File: src/rtl/wb_unit.sv
// Writeback stage: registers RF writes and counts retirements. On an excepting
// instruction it runs a trap handshake with the CSR unit, then flushes and redirects fetch.
package wb_pkg;
  typedef logic [31:0] reg_data_t;

  typedef struct packed {
    logic [4:0] rd;
    logic       rd_valid;
  } decode_t;

  typedef struct packed {
    logic      valid;
    reg_data_t cause;
    reg_data_t tval;
  } except_t;

  typedef struct packed {
    logic      valid;
    reg_data_t pc;
    decode_t   decode;
    except_t   except;
  } issued_instr_t;
endpackage

module wb_unit
  import wb_pkg::*;
#(
  parameter int RETIRE_CNT_W = 64
) (
  input  logic                    i_clk,
  input  logic                    i_rst_n,
  input  issued_instr_t           i_instr,
  input  reg_data_t               i_data,
  output logic                    o_stall,
  output logic                    o_rd_we,
  output logic [4:0]              o_rd_idx,
  output reg_data_t               o_rd_data,
  output logic                    o_trap_req,
  output reg_data_t               o_trap_pc,
  output reg_data_t               o_trap_cause,
  output reg_data_t               o_trap_tval,
  input  logic                    i_trap_ack,
  input  reg_data_t               i_trap_vec,
  output logic                    o_flush,
  output reg_data_t               o_redirect_pc,
  output logic [RETIRE_CNT_W-1:0] o_retired
);

  typedef enum logic [1:0] {
    RUN      = 2'd0,
    TRAP_REQ = 2'd1,
    FLUSH    = 2'd2
  } state_t;

  state_t state_q, state_d;

  logic retire;
  logic take_trap;
  logic trap_done;

  always_comb begin
    retire    = 1'b0;
    take_trap = 1'b0;
    trap_done = 1'b0;
    state_d   = state_q;
    case (state_q)
      RUN: begin
        if (i_instr.valid) begin
          if (i_instr.except.valid) begin
            take_trap = 1'b1;
            state_d   = TRAP_REQ;
          end else begin
            retire = 1'b1;
          end
        end
      end
      TRAP_REQ: begin
        if (i_trap_ack) begin
          trap_done = 1'b1;
          state_d   = FLUSH;
        end
      end
      FLUSH:   state_d = RUN;
      default: state_d = RUN;
    endcase
  end

  always_ff @(posedge i_clk or negedge i_rst_n) begin
    if (!i_rst_n) state_q <= RUN;
    else          state_q <= state_d;
  end

  assign o_stall = (state_q != RUN);

  always_ff @(posedge i_clk or negedge i_rst_n) begin
    if (!i_rst_n) begin
      o_rd_we       <= 1'b0;
      o_rd_idx      <= '0;
      o_rd_data     <= '0;
      o_trap_req    <= 1'b0;
      o_trap_pc     <= '0;
      o_trap_cause  <= '0;
      o_trap_tval   <= '0;
      o_flush       <= 1'b0;
      o_redirect_pc <= '0;
      o_retired     <= '0;
    end else begin
      o_rd_we <= 1'b0;
      o_flush <= 1'b0;
      if (retire) begin
        // x0 is hardwired; the instruction still counts as retired
        o_rd_we   <= i_instr.decode.rd_valid && (i_instr.decode.rd != 5'd0);
        o_rd_idx  <= i_instr.decode.rd;
        o_rd_data <= i_data;
        o_retired <= o_retired + 1'b1;
      end
      if (take_trap) begin
        o_trap_req   <= 1'b1;
        o_trap_pc    <= i_instr.pc;
        o_trap_cause <= i_instr.except.cause;
        o_trap_tval  <= i_instr.except.tval;
      end
      if (trap_done) begin
        o_trap_req    <= 1'b0;
        o_redirect_pc <= i_trap_vec;
        o_flush       <= 1'b1;
      end
    end
  end

endmodule

File: config.mk
export PLATFORM = sky130hd
export DESIGN_NAME = wb_unit
export DESIGN_NICKNAME = d
export VERILOG_FILES = /design/src/rtl/wb_unit.sv
export SDC_FILE = /design/constraint.sdc
export NUM_CORES = 1
export LEC_CHECK = 0
export ABC_AREA = 1
export CAP_MARGIN = 20
export CORE_ASPECT_RATIO = 0.75
export CORE_MARGIN = 2
export CORE_UTILIZATION = 47
export CTS_CLUSTER_DIAMETER = 80
export DETAILED_ROUTE_END_ITERATION = 10
export PLACE_DENSITY = 0.86
export SLEW_MARGIN = 0
export SYNTH_ARGS = -nofsm -noshare
export SYNTH_HDL_FRONTEND = slang
export SYNTH_SLANG_ARGS = --single-unit
File: constraint.sdc
create_clock -name i_clk -period 3.6 [get_ports i_clk]
set_input_delay 1.08 -clock i_clk [delete_from_list [all_inputs] [get_ports i_clk]]
set_output_delay 1.08 -clock i_clk [all_outputs]
set_load 0.02 [all_outputs]
==> results of run 1 <==
## report_power, final
| part | leakage (nW) | switching (mW) | internal (mW) |
|---|---|---|---|
| Combinational | 3.45 | 1.49 | 1.45 |
| Sequential | 2.91 | 0.327 | 3.19 |
| Clock | 0.394 | 1.04 | 1.49 |
## cell families (layout without fill, tap and decap cells)
group / after synthesis / count (layout) / synth area share
AND/OR/NAND/NOR: 546 / 546 / 0.231
adder cells (fa/ha/maj): 1 / 1 / 0.00124
multiplexers: 96 / 96 / 0.107
AO/OA/AOI/OAI: 7 / 7 / 0.00434
flip-flops: 234 / 234 / 0.581
buffers and inverters: 86 / 516 / 0.0349
other: 0 / 1 / 0
XOR/XNOR: 47 / 47 / 0.0408
## final cells by class
class                      count  area [µm²]  area share
antenna                        1        2.50    0.000164
inverter                      60         225      0.0147
timing repair buffer         414        4160       0.272
clock inverter                 8        90.1     0.00589
multi-input combinational    697        3900       0.255
clock buffer                  34         699      0.0457
sequential                   234        5860       0.383
tap                          288         360      0.0236
## layer usage
metal  global-route usage  part of all wire  up-vias
met5                    0                 0        -
met4                0.118             0.043        0
met3               0.0909             0.095       86
met2                0.450              0.46      412
met1                0.353              0.40     4195
li1                     -                 -     4067
## worst max path at each step
stage	start	endpoint	slack [ns]	depth (start not counted)
finish	state_q[1]	o_stall	0.71	3
floorplan	i_instr[64]	o_retired[6]	1.58	8
global placement	i_instr[103]	o_retired[2]	0.58	6
detailed placement	i_instr[103]	o_retired[58]	0.54	10
global route	state_q[1]	o_stall	0.65	3
CTS	state_q[1]	o_stall	0.68	3
## state kept, by name (all words and copies together) (netlist names)
| signal | flops |
|---|---|
| o_rd_we | 1 |
| o_trap_pc | 32 |
| o_trap_req | 1 |
| o_rd_data | 32 |
| o_retired | 64 |
| state_q | 2 |
| o_flush | 1 |
| o_redirect_pc | 32 |
| o_trap_cause | 32 |
| o_trap_tval | 32 |
| o_rd_idx | 5 |
## per-stage QoR
stage	hold slack, ns	total power, mW	cell area, µm²	setup slack, ns	utilization
global placement	0.454	6.41	14500	0.585	0.686
global route	0.493	9.33	15300	0.648	0.724
CTS	0.472	9.04	15300	0.680	0.724
floorplan	0.508	4.80	10100	1.58	-
finish	0.468	8.98	15300	0.708	0.724
detailed placement	0.457	6.49	14500	0.540	0.686
## cells in the mapped netlist, types with 3 or more instances
master,count
xor2_1,19
nor2_4,6
buf_2,14
nor3_2,8
nand2_2,3
nand2_1,360
inv_1,58
nand3b_1,8
buf_4,3
nand3_1,34
clkbuf_1,9
xnor2_1,28
mux2_2,78
nor2_1,87
nor2_2,11
mux2_1,18
nand4_1,15
nor3_1,7
dfrtp_1,234
## worst register-to-register path: stages, from the launching register on
cell and delay (ns):
dfrtp_1 0.38, inv_1 0.17, nand2_2 0.10, nor2_4 0.49
nand3_1 0.21, nor2_1 0.22, nand2_1 0.10, xnor2_1 0.15
==> out/qor.csv, run 1 <==
stage,metric,value,unit
job,Max Cap Viol,0,
clock_network,clk slew on worst S/H paths,0.06,ns
placement,DP HPWL,24800,µm
clock_network,count of hold-fix buffers inserted at cts,0,
grt,global route total overflow,0,
logic_synthesis,unique cell type count in the Yosys netlist,30,
clock_network,clock latency on the worst-skew pair,0.52,ns
logic_synthesis,Ys Warns,0,
floorplan,Die Wd,173,µm
clock_network,Clock Path Buffers,3,
grt,number of global-route vias before repair,8615,
finish,most frequent cells in the layout,"clkdlybuf4s50_1 (402), nand2_1 (359), dfrtp_1 (234), nor2_1 (87), mux2_2 (78)",
logic_synthesis,"area leader, netlist",dfrtp_1,
worst_hold_path,Hold Path Class,primary input to async pin,
timing,min Tclk post-route,2.89,ns
logic_synthesis,Avg Inst Size Synth,9.92,µm²
status,outcome,finished clean,
finish,Fillers,1520,
critical_path,"slowest stage delay, CP",0.65,ns
timing,fmax,0.346,GHz
placement,IO Port Bufs,403,
logic_synthesis,number of synthesized register bits,234,
placement,number of placed cells counting well taps,1693,
logic_synthesis,asr flop ratio synth,1.00,
critical_path,reg-to-reg endpoint,o_retired[46],
placement,placer congestion estimate,0.955,
logic_synthesis,Synthesized Nets,1189,
timing,Final Hold Fails,0,
critical_path,CP arrival,1.81,ns
critical_path,cell family with most CP delay,buffers and inverters,
finish,"commonest non-fill, non-tap cell in the layout",clkdlybuf4s50_1,
timing,RSZ-0062 raised after global routing,false,
detailed_routing,vias,8760,
floorplan,core area,21100,µm²
critical_path,Critical Path Source Type,flip-flop,
detailed_routing,routed vias/inst,5.05,
logic_synthesis,Mapped Area,10100,µm²
critical_path,Worst Path Max Fanout,5,
logic_synthesis,Post-Syn Instances,1017,
finish,Syn-to-layout area delta,51.6,%
floorplan,FP Rows,46,
critical_path,Worst Path Buf+Inv,2,
detailed_routing,Routed Antenna Nets,0,
clock_network,post-cts gate resize count,0,
detailed_routing,drt drc,0,
clock_network,post-CTS setup buffer count,0,
clock_network,clock sinks,234,
critical_path,reg2reg setup slack,1.64,ns
critical_path,Crit. End Element,output port,
grt,GRT Total Usage,0.280,
critical_path,kind of critical path,flip-flop to output port,
timing,Final TNS setup,0,ns
power_and_ir_drop,Static Leakage,6.75,nW
logic_synthesis,area share of the largest cell type after synthesis,0.581,
finish,Final Net Count,1603,
detailed_routing,drt pass-1 iters,5,
timing,fin. max-slew vios,0,
grt,antenna violations before repair,1,
critical_path,critical path's slowest cell,clkdlybuf4s50_1,
grt,first-pass GRT wire length,48900,µm
critical_path,"critical path, cell by cell","inv_1, nand2_2, clkdlybuf4s50_1",
floorplan,# IOs,404,
logic_synthesis,most used flip-flop cell after synthesis,dfrtp_1,
finish,final cell count without fillers,1736,
logic_synthesis,"EDFF count, synth",0,
timing,worst clock skew,0.0115,ns
power_and_ir_drop,Pwr per Cell Area,587,nW/µm²
critical_path,R2R depth,7,
detailed_routing,Total Wirelength,32300,µm
clock_network,H-tree depth,1,
floorplan,die area,22700,µm²
timing,slew at the pin with the worst max-slew slack,0.613,ns
detailed_routing,WL/cell,18.6,µm
critical_path,Crit Reg-Reg Startpoint,state_q[0],
clock_network,TritonCTS Buffers,24,
clock_network,TritonCTS clock tree,done,
floorplan,overall die height,131,µm
timing,count of final setup violators,0,
clock_network,Root Buffer,clkbuf_16,
power_and_ir_drop,VDD IR-drop max,0.517,mV
logic_synthesis,Synth area leaders,"dfrtp_1 (58%), nand2_1 (13%), mux2_2 (8.7%)",
critical_path,Required @ worst endpoint,2.52,ns
floorplan,effective utilization at floorplan,0.478,
logic_synthesis,post-synthesis sequential area ratio,0.581,
timing,slew margin rel.,0.590,
timing,Final Cycle Share,0.803,
grt,largest net degree at the start of global routing,81,
finish,layout cells sized above 1,0.111,
detailed_routing,Detailed Route Iter0 Violations,706,
Note: power is estimated with default switching activity, not from simulation.
==> run 2, diff against run 1 <==
--- a/config.mk
+++ b/config.mk
@@ -9,10 +9,10 @@
 export CAP_MARGIN = 20
 export CORE_ASPECT_RATIO = 0.75
 export CORE_MARGIN = 2
-export CORE_UTILIZATION = 47
+export CORE_UTILIZATION = 39
 export CTS_CLUSTER_DIAMETER = 80
 export DETAILED_ROUTE_END_ITERATION = 10
-export PLACE_DENSITY = 0.86
+export PLACE_DENSITY = 0.76
 export SLEW_MARGIN = 0
 export SYNTH_ARGS = -nofsm -noshare
 export SYNTH_HDL_FRONTEND = slang
==> constraint.sdc (replaced) <==
create_clock -name i_clk -period 2.36 [get_ports i_clk]
set_input_delay 0.708 -clock i_clk [delete_from_list [all_inputs] [get_ports i_clk]]
set_output_delay 0.708 -clock i_clk [all_outputs]
set_load 0.02 [all_outputs]
==> out/qor.csv, run 2 (synthesized netlist as in run 1, its figures left out) <==
stage,metric,value,unit,change
critical_path,Worst Path Max Fanout,5,,unchanged
clock_network,TritonCTS clock tree,done,,
critical_path,kind of critical path,flip-flop to output port,,
finish,most frequent cells in the layout,"clkdlybuf4s50_1 (377), nand2_1 (359), dfrtp_1 (234), nor2_1 (87), mux2_2 (78)",,
finish,"commonest non-fill, non-tap cell in the layout",clkdlybuf4s50_1,,
power_and_ir_drop,Pwr per Cell Area,887,nW/µm²,+51%
floorplan,core area,25200,µm²,+19%
clock_network,Clock Path Buffers,3,,unchanged
detailed_routing,Total Wirelength,32700,µm,+1.2%
timing,Final Hold Fails,0,,unchanged
timing,fin. max-slew vios,0,,unchanged
detailed_routing,Routed Antenna Nets,0,,unchanged
finish,Reg with most FFs,o_retired,,
critical_path,Critical Path Source Type,flip-flop,,
timing,min Tclk post-route,2.35,ns,
floorplan,FP Rows,50,,+8.7%
timing,Final TNS setup,0,ns,unchanged
clock_network,clk slew on worst S/H paths,0.06,ns,about the same
grt,GRT Total Usage,0.239,,-0.0409
timing,Final Cycle Share,0.994,,
grt,first-pass GRT wire length,49800,µm,+1.9%
finish,layout cells sized above 1,0.124,,+0.0128
job,Max Cap Viol,0,,unchanged
worst_hold_path,Hold Path Class,primary input to async pin,,
floorplan,Die Wd,190,µm,+9.6%
finish,# diodes,0,,-1
detailed_routing,drt pass-1 iters,6,,+1
detailed_routing,drt drc,0,,unchanged
placement,DP HPWL,25600,µm,+3.3%
finish,number of flip-flops in the largest register,64,,unchanged
floorplan,effective utilization at floorplan,0.400,,-0.0775
critical_path,R2R depth,7,,unchanged
finish,Fillers,2089,,+37%
detailed_routing,vias,8652,,-1.2%
timing,worst clock skew,0.0106,ns,-0.000890 ns
finish,Final Net Count,1620,,+1.1%
critical_path,reg2reg setup slack,0.56,ns,-1.08 ns
clock_network,clock sinks,234,,unchanged
power_and_ir_drop,Static Leakage,7.18,nW,+6.3%
timing,RSZ-0062 raised after global routing,false,,
critical_path,"slowest stage delay, CP",0.65,ns,about the same
timing,final worst slack,0.0134,ns,-0.695 ns
critical_path,cell family with most CP delay,buffers and inverters,,
timing,Hold WS,0.107,ns,-0.361 ns
clock_network,clock latency on the worst-skew pair,0.52,ns,about the same
detailed_routing,routed vias/inst,4.79,,-5.0%
clock_network,Root Buffer,clkbuf_16,,
grt,number of global-route vias before repair,8691,,+0.88%
timing,fmax,0.426,GHz,
critical_path,Crit. End Element,output port,,
critical_path,critical path's slowest cell,clkdlybuf4s50_1,,
clock_network,TritonCTS Buffers,25,,+4.2%
placement,Setup WS pre-CTS,0.0134,ns,-0.527 ns
power_and_ir_drop,VDD IR-drop max,0.674,mV,+30%
critical_path,CP arrival,1.64,ns,-0.17 ns
floorplan,overall die height,143,µm,+9.5%
clock_network,H-tree depth,1,,unchanged
critical_path,Required @ worst endpoint,1.65,ns,-0.87 ns
clock_network,post-CTS setup buffer count,0,,unchanged
grt,global route total overflow,0,,unchanged
finish,Syn-to-layout area delta,54.8,%,
critical_path,critical path depth,1,,-2
detailed_routing,Detailed Route Iter0 Violations,531,,-25%
status,outcome,finished clean,,
critical_path,Worst Path Buf+Inv,1,,-1
detailed_routing,WL/cell,18.1,µm,-2.7%
critical_path,"critical path, cell by cell",clkdlybuf4s50_1,,
timing,slew at the pin with the worst max-slew slack,0.557,ns,-0.0565 ns
floorplan,# IOs,404,,unchanged
timing,count of final setup violators,0,,unchanged
placement,IO Port Bufs,403,,unchanged
grt,antenna violations before repair,0,,-1
placement,placer congestion estimate,0.981,,+2.7%
grt,largest net degree at the start of global routing,56,,-31%
timing,slew margin rel.,0.628,,+0.0381
floorplan,die area,27200,µm²,+20%
run 2: final timing paths:
kind | startpoint | endpoint
setup / recovery | o_retired[26] | o_retired[26]
hold / removal | i_rst_n | o_rd_data[16]
setup reg to reg | o_retired[48] | o_retired[62]
hold reg to reg | o_redirect_pc[9] | o_redirect_pc[9]
max in group asynchronous | i_rst_n | o_trap_tval[31]
min in group i_clk | o_redirect_pc[9] | o_redirect_pc[9]
run 2: layout make-up:
class,instances,area (µm²),area share
clock inverter,14,161,0.0103
inverter,60,225,0.0144
multi-input combinational,697,3900,0.250
tap,338,423,0.0271
sequential,234,5860,0.375
clock buffer,32,682,0.0437
timing repair buffer,430,4370,0.280
run 2: per-layer routing:
metal  GRT usage  up-vias  part of all wire
met5           0        -                 0
met4      0.0698        0             0.031
met3      0.0700       59             0.087
met2       0.398      331              0.48
met1       0.303     4160              0.41
li1            -     4102                 -
run 2: through the flow:
stage | utilization | instances | cell area, µm² | total power [mW]
2_1_floorplan | - | 1017 | 10100 | 7.33
3_3_place_gp | 0.585 | 1759 | 14700 | 9.82
3_5_place_dp | 0.585 | 1759 | 14700 | 9.92
4_1_cts | 0.618 | 1805 | 15600 | 14.0
5_1_grt | 0.619 | 1805 | 15600 | 14.4
6_report | 0.619 | 1805 | 15600 | 13.8
run 2: repair_timing:
item,CTS,global route
resized for setup,9,16
hold buffers,0,0
gates cloned,0,0
setup endpoints to repair,9,16
endpoints found under the hold margin,0,0
run 2: power by group:
part | internal, mW | switching (mW) | leakage (nW) | total [mW]
clock | 2.38 | 1.65 | 0.414 | 4.03
sequential | 4.86 | 0.490 | 2.91 | 5.35
combinational | 2.23 | 2.23 | 3.86 | 4.46
